===== src/rtl/access_pkg.sv =====
// Shared definitions for the multi-lab access controller: request modes,
// card parity and default occupancy limits.
package access_pkg;

  typedef enum logic [1:0] {
    MODE_EXIT  = 2'b00,
    MODE_ENTER = 2'b01,
    MODE_XFER  = 2'b10,
    MODE_IDLE  = 2'b11
  } mode_e;

  localparam int unsigned DEFAULT_CAP         = 30;
  localparam int unsigned DEFAULT_RESTRICT_AT = 15;

  // Zero-extension does not change the XOR-reduction, so any code width up to 32 fits.
  function automatic logic parity(input logic [31:0] code);
    return ^code;
  endfunction

endpackage


===== src/rtl/lab_slot.sv =====
// One lab door: occupancy counter, unlock hold timer and the admit/warn
// decision for a request targeting this lab.
module lab_slot
  import access_pkg::*;
#(
  parameter int unsigned CAP         = DEFAULT_CAP,
  parameter int unsigned RESTRICT_AT = DEFAULT_RESTRICT_AT,
  parameter int unsigned CNT_W       = 6,
  parameter int unsigned UNLOCK_HOLD = 1
) (
  input  logic             CLK,
  input  logic             RST_N,
  input  logic             inc,
  input  logic             dec,
  input  logic             parityPass,
  output logic [CNT_W-1:0] count,
  output logic             full,
  output logic             empty,
  output logic             unlock,
  output logic             admit,
  output logic             warn
);

  localparam int unsigned TMR_W = $clog2(UNLOCK_HOLD + 1);

  logic [CNT_W-1:0] countQ, countD;
  logic [TMR_W-1:0] timerQ, timerD;
  logic             restricted;

  always_comb begin
    countD = countQ;
    if (inc && !dec) begin
      countD = countQ + CNT_W'(1);
    end else if (dec && !inc) begin
      countD = countQ - CNT_W'(1);
    end
    // Any grant on this door (re)starts the hold, otherwise count down to zero.
    if (inc || dec) begin
      timerD = TMR_W'(UNLOCK_HOLD);
    end else if (timerQ != '0) begin
      timerD = timerQ - TMR_W'(1);
    end else begin
      timerD = timerQ;
    end
  end

  always_ff @(posedge CLK or negedge RST_N) begin
    if (!RST_N) begin
      countQ <= '0;
      timerQ <= '0;
    end else begin
      countQ <= countD;
      timerQ <= timerD;
    end
  end

  assign count      = countQ;
  assign full       = (countQ == CNT_W'(CAP));
  assign empty      = (countQ == '0);
  assign unlock     = (timerQ != '0);
  assign restricted = (countQ >= CNT_W'(RESTRICT_AT));
  // A full lab refuses silently; only the parity rule raises a warning.
  assign admit      = !full && (!restricted || parityPass);
  assign warn       = !full && restricted && !parityPass;

endmodule


===== src/rtl/multi_lab_access_ctrl.sv =====
// Access controller for NUM_LABS lab doors: decodes one enter/exit/transfer
// card request per clock and drives per-door unlock, warning and occupancy flags.
module multi_lab_access_ctrl
  import access_pkg::*;
#(
  parameter int unsigned          NUM_LABS    = 4,
  parameter int unsigned          LAB_W       = 2,
  parameter int unsigned          CODE_W      = 5,
  parameter int unsigned          CAP         = DEFAULT_CAP,
  parameter int unsigned          RESTRICT_AT = DEFAULT_RESTRICT_AT,
  parameter int unsigned          CNT_W       = 6,
  parameter logic [NUM_LABS-1:0]  PARITY_ODD  = 4'b0101,
  parameter int unsigned          UNLOCK_HOLD = 1
) (
  input  logic                      CLK,
  input  logic                      RST_N,
  input  logic [CODE_W-1:0]         smartCode,
  input  logic [1:0]                mode,
  input  logic [LAB_W-1:0]          labSel,
  input  logic [LAB_W-1:0]          dstSel,
  output logic [NUM_LABS*CNT_W-1:0] numOfStu,
  output logic [NUM_LABS-1:0]       unlock,
  output logic [NUM_LABS-1:0]       restrictionWarn,
  output logic [NUM_LABS-1:0]       isFull,
  output logic [NUM_LABS-1:0]       isEmpty,
  output logic                      badReq
);

  logic                codeParity;
  logic                srcOk, dstOk;
  logic [NUM_LABS-1:0] admit, warnIf;
  logic [NUM_LABS-1:0] incReq, decReq, warnNext;
  logic                badNext;
  logic [NUM_LABS-1:0] warnQ;
  logic                badQ;

  assign codeParity = parity(32'(smartCode));
  assign srcOk      = (32'(labSel) < NUM_LABS);
  assign dstOk      = (32'(dstSel) < NUM_LABS);

  for (genvar i = 0; i < NUM_LABS; i++) begin : gSlot
    lab_slot #(
      .CAP         (CAP),
      .RESTRICT_AT (RESTRICT_AT),
      .CNT_W       (CNT_W),
      .UNLOCK_HOLD (UNLOCK_HOLD)
    ) uSlot (
      .CLK        (CLK),
      .RST_N      (RST_N),
      .inc        (incReq[i]),
      .dec        (decReq[i]),
      .parityPass (codeParity == PARITY_ODD[i]),
      .count      (numOfStu[i*CNT_W +: CNT_W]),
      .full       (isFull[i]),
      .empty      (isEmpty[i]),
      .unlock     (unlock[i]),
      .admit      (admit[i]),
      .warn       (warnIf[i])
    );
  end

  always_comb begin
    incReq   = '0;
    decReq   = '0;
    warnNext = '0;
    badNext  = 1'b0;
    case (mode_e'(mode))
      MODE_EXIT: begin
        if (!srcOk) begin
          badNext = 1'b1;
        end else if (!isEmpty[labSel]) begin
          decReq[labSel] = 1'b1;
        end
      end
      MODE_ENTER: begin
        if (!srcOk) begin
          badNext = 1'b1;
        end else if (admit[labSel]) begin
          incReq[labSel] = 1'b1;
        end else if (warnIf[labSel]) begin
          warnNext[labSel] = 1'b1;
        end
      end
      MODE_XFER: begin
        if (!srcOk || !dstOk || (labSel == dstSel)) begin
          badNext = 1'b1;
        end else if (!isEmpty[labSel]) begin
          // Source and destination move together at the same edge, or not at all.
          if (admit[dstSel]) begin
            decReq[labSel] = 1'b1;
            incReq[dstSel] = 1'b1;
          end else if (warnIf[dstSel]) begin
            warnNext[dstSel] = 1'b1;
          end
        end
      end
      default: ;
    endcase
  end

  always_ff @(posedge CLK or negedge RST_N) begin
    if (!RST_N) begin
      warnQ <= '0;
      badQ  <= 1'b0;
    end else begin
      warnQ <= warnNext;
      badQ  <= badNext;
    end
  end

  assign restrictionWarn = warnQ;
  assign badReq          = badQ;

endmodule


===== config.mk =====
export PLATFORM = sky130hd
export DESIGN_NAME = multi_lab_access_ctrl
export DESIGN_NICKNAME = d
export VERILOG_FILES = /design/src/rtl/access_pkg.sv /design/src/rtl/lab_slot.sv /design/src/rtl/multi_lab_access_ctrl.sv
export SDC_FILE = /design/constraint.sdc
export NUM_CORES = 1
export LEC_CHECK = 0
export ABC_CLOCK_PERIOD_IN_PS = 8100
export CORE_MARGIN = 2
export CORE_UTILIZATION = 35
export CTS_CLUSTER_DIAMETER = 30
export DETAILED_ROUTE_END_ITERATION = 10
export HOLD_SLACK_MARGIN = 0.03
export PLACE_DENSITY = 0.62
export SKIP_LAST_GASP = 1
export SYNTH_ARGS = -nofsm -noshare
export SYNTH_HDL_FRONTEND = slang
export SYNTH_SLANG_ARGS = --single-unit

===== constraint.sdc =====
create_clock -name CLK -period 8.1 [get_ports CLK]
set_input_delay 2.43 -clock CLK [delete_from_list [all_inputs] [get_ports CLK]]
set_output_delay 2.43 -clock CLK [all_outputs]
set_load 0.005 [all_outputs]

=== After elaboration in Yosys (flattened, before gate mapping) ===
Cells that the tools add are included.

* Add/subtract/negate cells: 12
* $lt $le $gt $ge: 8
* Equal/unequal tests: 7
* Muxes and demuxes: 49
* Bitwise gates (word level): 1
* Reduce and logical (&&, ||, !) cells: 57

{| class="wikitable"
|+ Operator list
! cell !! count
|-
| 4-bit 2-to-1 mux || 14
|-
| 6-bit 2-to-1 mux || 8
|-
| 32-bit XOR reduction || 1
|-
| 6-bit by 1-bit adder with 6-bit output, second input constant || 4
|-
| 6-bit by 5-bit equality test with 1-bit output, second input constant || 4
|-
| 6-bit by 4-bit >= comparator with 1-bit output, second input constant || 4
|-
| 6-bit logical NOT || 4
|-
| 4-bit case mux with 2 select lines || 3
|-
| 6-bit by 1-bit subtractor with 6-bit output, second input constant || 4
|-
| 1-bit logical AND || 22
|-
| 1-bit logical NOT || 17
|-
| 1-bit 2-to-1 mux || 17
|-
| 1-bit binary-select mux with 2-bit select || 5
|-
| 1-bit logical OR || 8
|-
| 2-bit nonzero test || 4
|-
| 2-bit by 3-bit less-than comparator with 1-bit output, second input constant || 2
|-
| 1-bit demux with 2-bit select || 2
|-
| 2-bit by 1-bit >= comparator with 1-bit output, second input constant || 2
|-
| 1-bit subtractor, second input constant || 4
|-
| 2-bit by 1-bit equality test with 1-bit output, second input constant || 1
|-
| 2-bit equality test || 1
|-
| 2-bit equality test, second input constant || 1
|-
| 2-bit logical NOT || 1
|-
| 1-bit NOT || 1
|}

* Bits in registers: 33
* Output and inout port bits: 41

=== Logic depth before layout (Yosys ltp) ===
* Word-level depth: 14
* Depth in mapped cells: 16

=== Cells and area by module ===
Synthesis repeated with hierarchy kept, for this count alone.

* Cell total of the unflattened synthesis: 290
* Area, all modules: 2733.9 µm²

{| class="wikitable"
|+ By module, submodules not included
! module !! times used !! cells each !! area an instance (µm²)
|-
| lab_slot || 4 || 58 || 540.5
|-
| multi_lab_access_ctrl || 1 || 58 || 571.8
|}

=== Worst setup path after synthesis ===
Ideal clock, no wire load.

* Kind: input-to-reg
* From: in smartCode[1]
* To: reg gSlot[3].uSlot.countQ[5]
* Library setup time: 0.079 ns
* Data arrival time: 5.581 ns
* Data required time: 8.021 ns
* Setup slack: 2.439 ns
* Stages on the path: 15
* Path buffers: 0
* Path through: xnor3_2 > xnor2_4 > o21ai_2 > a31o_1 > a2111oi_4 > o21bai_1 > ha_1 > inv_1 > ha_1 > a21o_1 > a21oi_1 > o21bai_1 > a21oi_1 > mux2i_1 > xor2_1

* Word-level cells in the longest chain between the ends: 13
* Elaborated cells between the ends (all ways): 29

{| class="wikitable"
|+ Ends and longest elaborated chain
! item !! RTL line !! source
|-
| start, declared || multi_lab_access_ctrl.sv:17 || <nowiki>input logic [CODE_W-1:0] smartCode,</nowiki>
|-
| 32-bit XOR reduction (*) || access_pkg.sv:17 || <nowiki>return ^code;</nowiki>
|-
| 1-bit NOT || multi_lab_access_ctrl.sv:52 || <nowiki>.parityPass (codeParity == PARITY_ODD[i]),</nowiki>
|-
| 1-bit logical OR || lab_slot.sv:63 || <nowiki>assign admit = !full && (!restricted || parityPass);</nowiki>
|-
| 1-bit logical AND || lab_slot.sv:63 ||
|-
| 1-bit binary-select mux with 2-bit select || multi_lab_access_ctrl.sv:89 || <nowiki>if (admit[dstSel]) begin</nowiki>
|-
| 1-bit 2-to-1 mux (implied by the code) || multi_lab_access_ctrl.sv:89 ||
|-
| 4-bit 2-to-1 mux || multi_lab_access_ctrl.sv:89 ||
|-
| 4-bit 2-to-1 mux || multi_lab_access_ctrl.sv:87 || <nowiki>end else if (!isEmpty[labSel]) begin</nowiki>
|-
| 4-bit 2-to-1 mux || multi_lab_access_ctrl.sv:85 || <nowiki>if (!srcOk || !dstOk || (labSel == dstSel)) begin</nowiki>
|-
| 4-bit case mux with 2 select lines || multi_lab_access_ctrl.sv:67 || <nowiki>case (mode_e'(mode))</nowiki>
|-
| 1-bit logical NOT (on tied branches) || lab_slot.sv:32, lab_slot.sv:34 ||
|-
| 1-bit logical AND (on tied branches) || lab_slot.sv:32, lab_slot.sv:34 ||
|-
| 6-bit 2-to-1 mux or 2-bit nonzero test (tied branches) || - ||
|-
| end signal, assigned || lab_slot.sv:52 || <nowiki>countQ <= countD;</nowiki>
|-
| end, declared || lab_slot.sv:26 || <nowiki>logic [CNT_W-1:0] countQ, countD;</nowiki>
|}

Every way passes the cells marked *; elsewhere a longest branch is shown, timed or not. The select of a mux whose other input is x is not followed.
A chain may end at the register's enable or synchronous reset.

=== Worst setup path in the final report ===
Ends and elaborated chain as after synthesis.

==> out/results.tsv <==
metric	value	unit
Worst EP required	8310	ps
yosys warns	0	
CP endpoint kind	register	
largest net degree at the start of global routing	34	
Port Buffers	53	
IO Count	54	
filler instances	744	
Syn Area/Cell	9.66	um2
Setup crit start kind	primary input	
Final HPWL DP	4.51	mm
later-pin clock latency in the skew report	290	ps
Max Cap Violations	0	
Pleak	0.00145	uW
initial antenna violation count	0	
Fin. Hold Viols	0	
# diodes	0	
Worst R2R Path Depth	15	
total CTS buffers	5	
RSZ-0062 raised after global routing	no	
Worst EP arrival	6470	ps
global-route wire length before repair	10.0	mm
global route total overflow	0	
Antenna Nets Post-Route	0	
die span in y	92.2	um
Max Fanout on Critical Path	9	
P&R area growth vs syn	22.7	%
Slew Limit Fails	0	
EDFF count, synth	0	
GR Util All Layers	0.148	
TNS Setup	0	ps
Sink Count	33	
share of post-route cells with drive strength above 1	0.0769	
DR vias/cell	4.88	
Synth Net Count	326	
worst hold slack	528	ps
critical path type	in -> reg	
Layout Nets	368	
First-pass DRT Iterations	4	
Core Area	7650	um2
TritonCTS clock tree	yes	
Pwr Density	320	nW/um2
DR WL/cell	13.8	um
WHS Path Cells	1	
top-count cell post-synth	dfrtp_1	
effective utilization at floorplan	0.356	
Yosys cell types	50	
Worst VDD drop	0.000148	V
largest cells by area after synthesis	dfrtp_1, ha_1, buf_4	
clk slew on worst S/H paths	70	ps
Root Buffer	clkbuf_8	
Layout Cells excl Fill	427	
Tmin final	6260	ps
row count	32	
worst-margin pin slew	607	ps
utilization after layout	0.437	
DP Cell Count	419	
post-synth top area cell	dfrtp_1	
run status	finished clean	
#FFs+latches synth	33	
Final Cycle Share	0.773	
Synth top area share	0.303	
Initial DRC Count	87	
DRC Markers	0	
routability cong.	0.800	
register area share after synthesis	0.303	
post-cts sizing count	0	
Vias	2085	
top_reg_cell synth	dfrtp_1	
cell area after synthesis	2730	um2
Hold Path Class	reg -> reg	
H-tree depth	2	
final wirelength	5.90	mm
Die Width	92.2	um
asr flop ratio synth	1.00	
Max Clk Rate	160	MHz
Post-CTS Setup Repair Bufs	0	
Max-slew headroom	0.595	
vias in the first global route	2056	
final setup vio count	0	
Worst Skew	4.85	ps
CTS Buffer Depth	2	
area post-placement	3260	um2
die area	8510	um2
Syn Inst Count	282	
hold buffer count at CTS	0	
final cell area excluding filler cells	3340	um2
Commonest cells post-synth	dfrtp_1, ha_1, inv_1	
## kinds of logic after synthesis
kind of cell,share of synthesized area
DFF,0.303
adders and majority gates,0.153
muxes,0.0634
AOI/OAI and AO/OA,0.168
xor gates and xnor gates,0.104
and+or+nand+nor,0.124
buffers and inverters,0.0840
## flip-flops by register name (all words and copies together), names as in the netlist
name / count
gSlot.uSlot.count: 24
restrictionWarn: 4
gSlot.uSlot.unlock: 4
badReq: 1
## cell usage in the layout, fill, tap and decap left out, drive strengths merged, types with 3 or more instances in the layout
| cell | Yosys | final |
|---|---|---|
| a2111oi | 3 | 3 |
| a211oi | 5 | 5 |
| a21o | 6 | 6 |
| a21oi | 17 | 17 |
| and2 | 4 | 4 |
| clkbuf | 4 | 8 |
| clkdlybuf4s50 | 0 | 53 |
| dfrtp | 33 | 33 |
| fa | 4 | 4 |
| ha | 27 | 27 |
| inv | 27 | 27 |
| mux2 | 10 | 10 |
| mux2i | 6 | 6 |
| nand2 | 20 | 20 |
| nand2b | 3 | 3 |
| nand3 | 7 | 7 |
| nor2 | 16 | 16 |
| nor3 | 4 | 4 |
| nor3b | 3 | 3 |
| nor4 | 3 | 3 |
| o21ai | 7 | 7 |
| o21bai | 6 | 6 |
| xnor2 | 13 | 13 |
| xor2 | 12 | 12 |
## metal layers
layer | track usage | share of wire | vias up
met5 | 0 | 0 | -
met4 | 0.0410 | 0.012 | 0
met3 | 0.0378 | 0.047 | 7
met2 | 0.238 | 0.47 | 38
met1 | 0.199 | 0.47 | 978
li1 | - | - | 1062
## power breakdown
part	switching, uW	leakage, uW	internal, uW
Combinational	259	0.00101	344
Sequential	114	0.000407	230
Clock	61.8	0.0000395	61.1
Total	435	0.00145	634
## final timing paths
kind / start / to / slack (ps)
setup / recovery: smartCode[1] / gSlot[3].uSlot.count[5] / 1840
hold / removal: gSlot[1].uSlot.count[5] / gSlot[1].uSlot.count[5] / 530
setup reg to reg: gSlot[3].uSlot.count[0] / gSlot[3].uSlot.count[5] / 4100
hold reg to reg: gSlot[1].uSlot.count[5] / gSlot[1].uSlot.count[5] / 530
max in group asynchronous: RST_N / gSlot[1].uSlot.count[2] / 5230
min in group asynchronous: RST_N / gSlot[2].uSlot.unlock / 2560
## layout make-up
cell class,instances,area [um2],area share
inverter,27,101,0.0303
clock buffer,8,80.1,0.0240
multi-input combinational,203,1670,0.500
tap,102,128,0.0382
timing repair buffer,54,538,0.161
sequential,33,826,0.247
## per-stage QoR
stage	power (uW)	setup WS, ps
after global routing	1170	1530
after detailed placement	951	1560
after CTS	1080	1830
after global placement	940	1620
final	1070	1840
after floorplan	723	2440
## worst max-delay path, stage by stage
cell and delay (ps):
clkdlybuf4s50_1 460, xnor3_2 490, xnor2_4 320, o21ai_2 130, a31o_1 270, a2111oi_4 460, o21bai_1 170, ha_1 240
inv_1 190, ha_1 270, a21o_1 170, a21oi_1 210, o21bai_1 90, a21oi_1 190, mux2i_1 230, xor2_1 150
(Power assumes the default switching activity.)
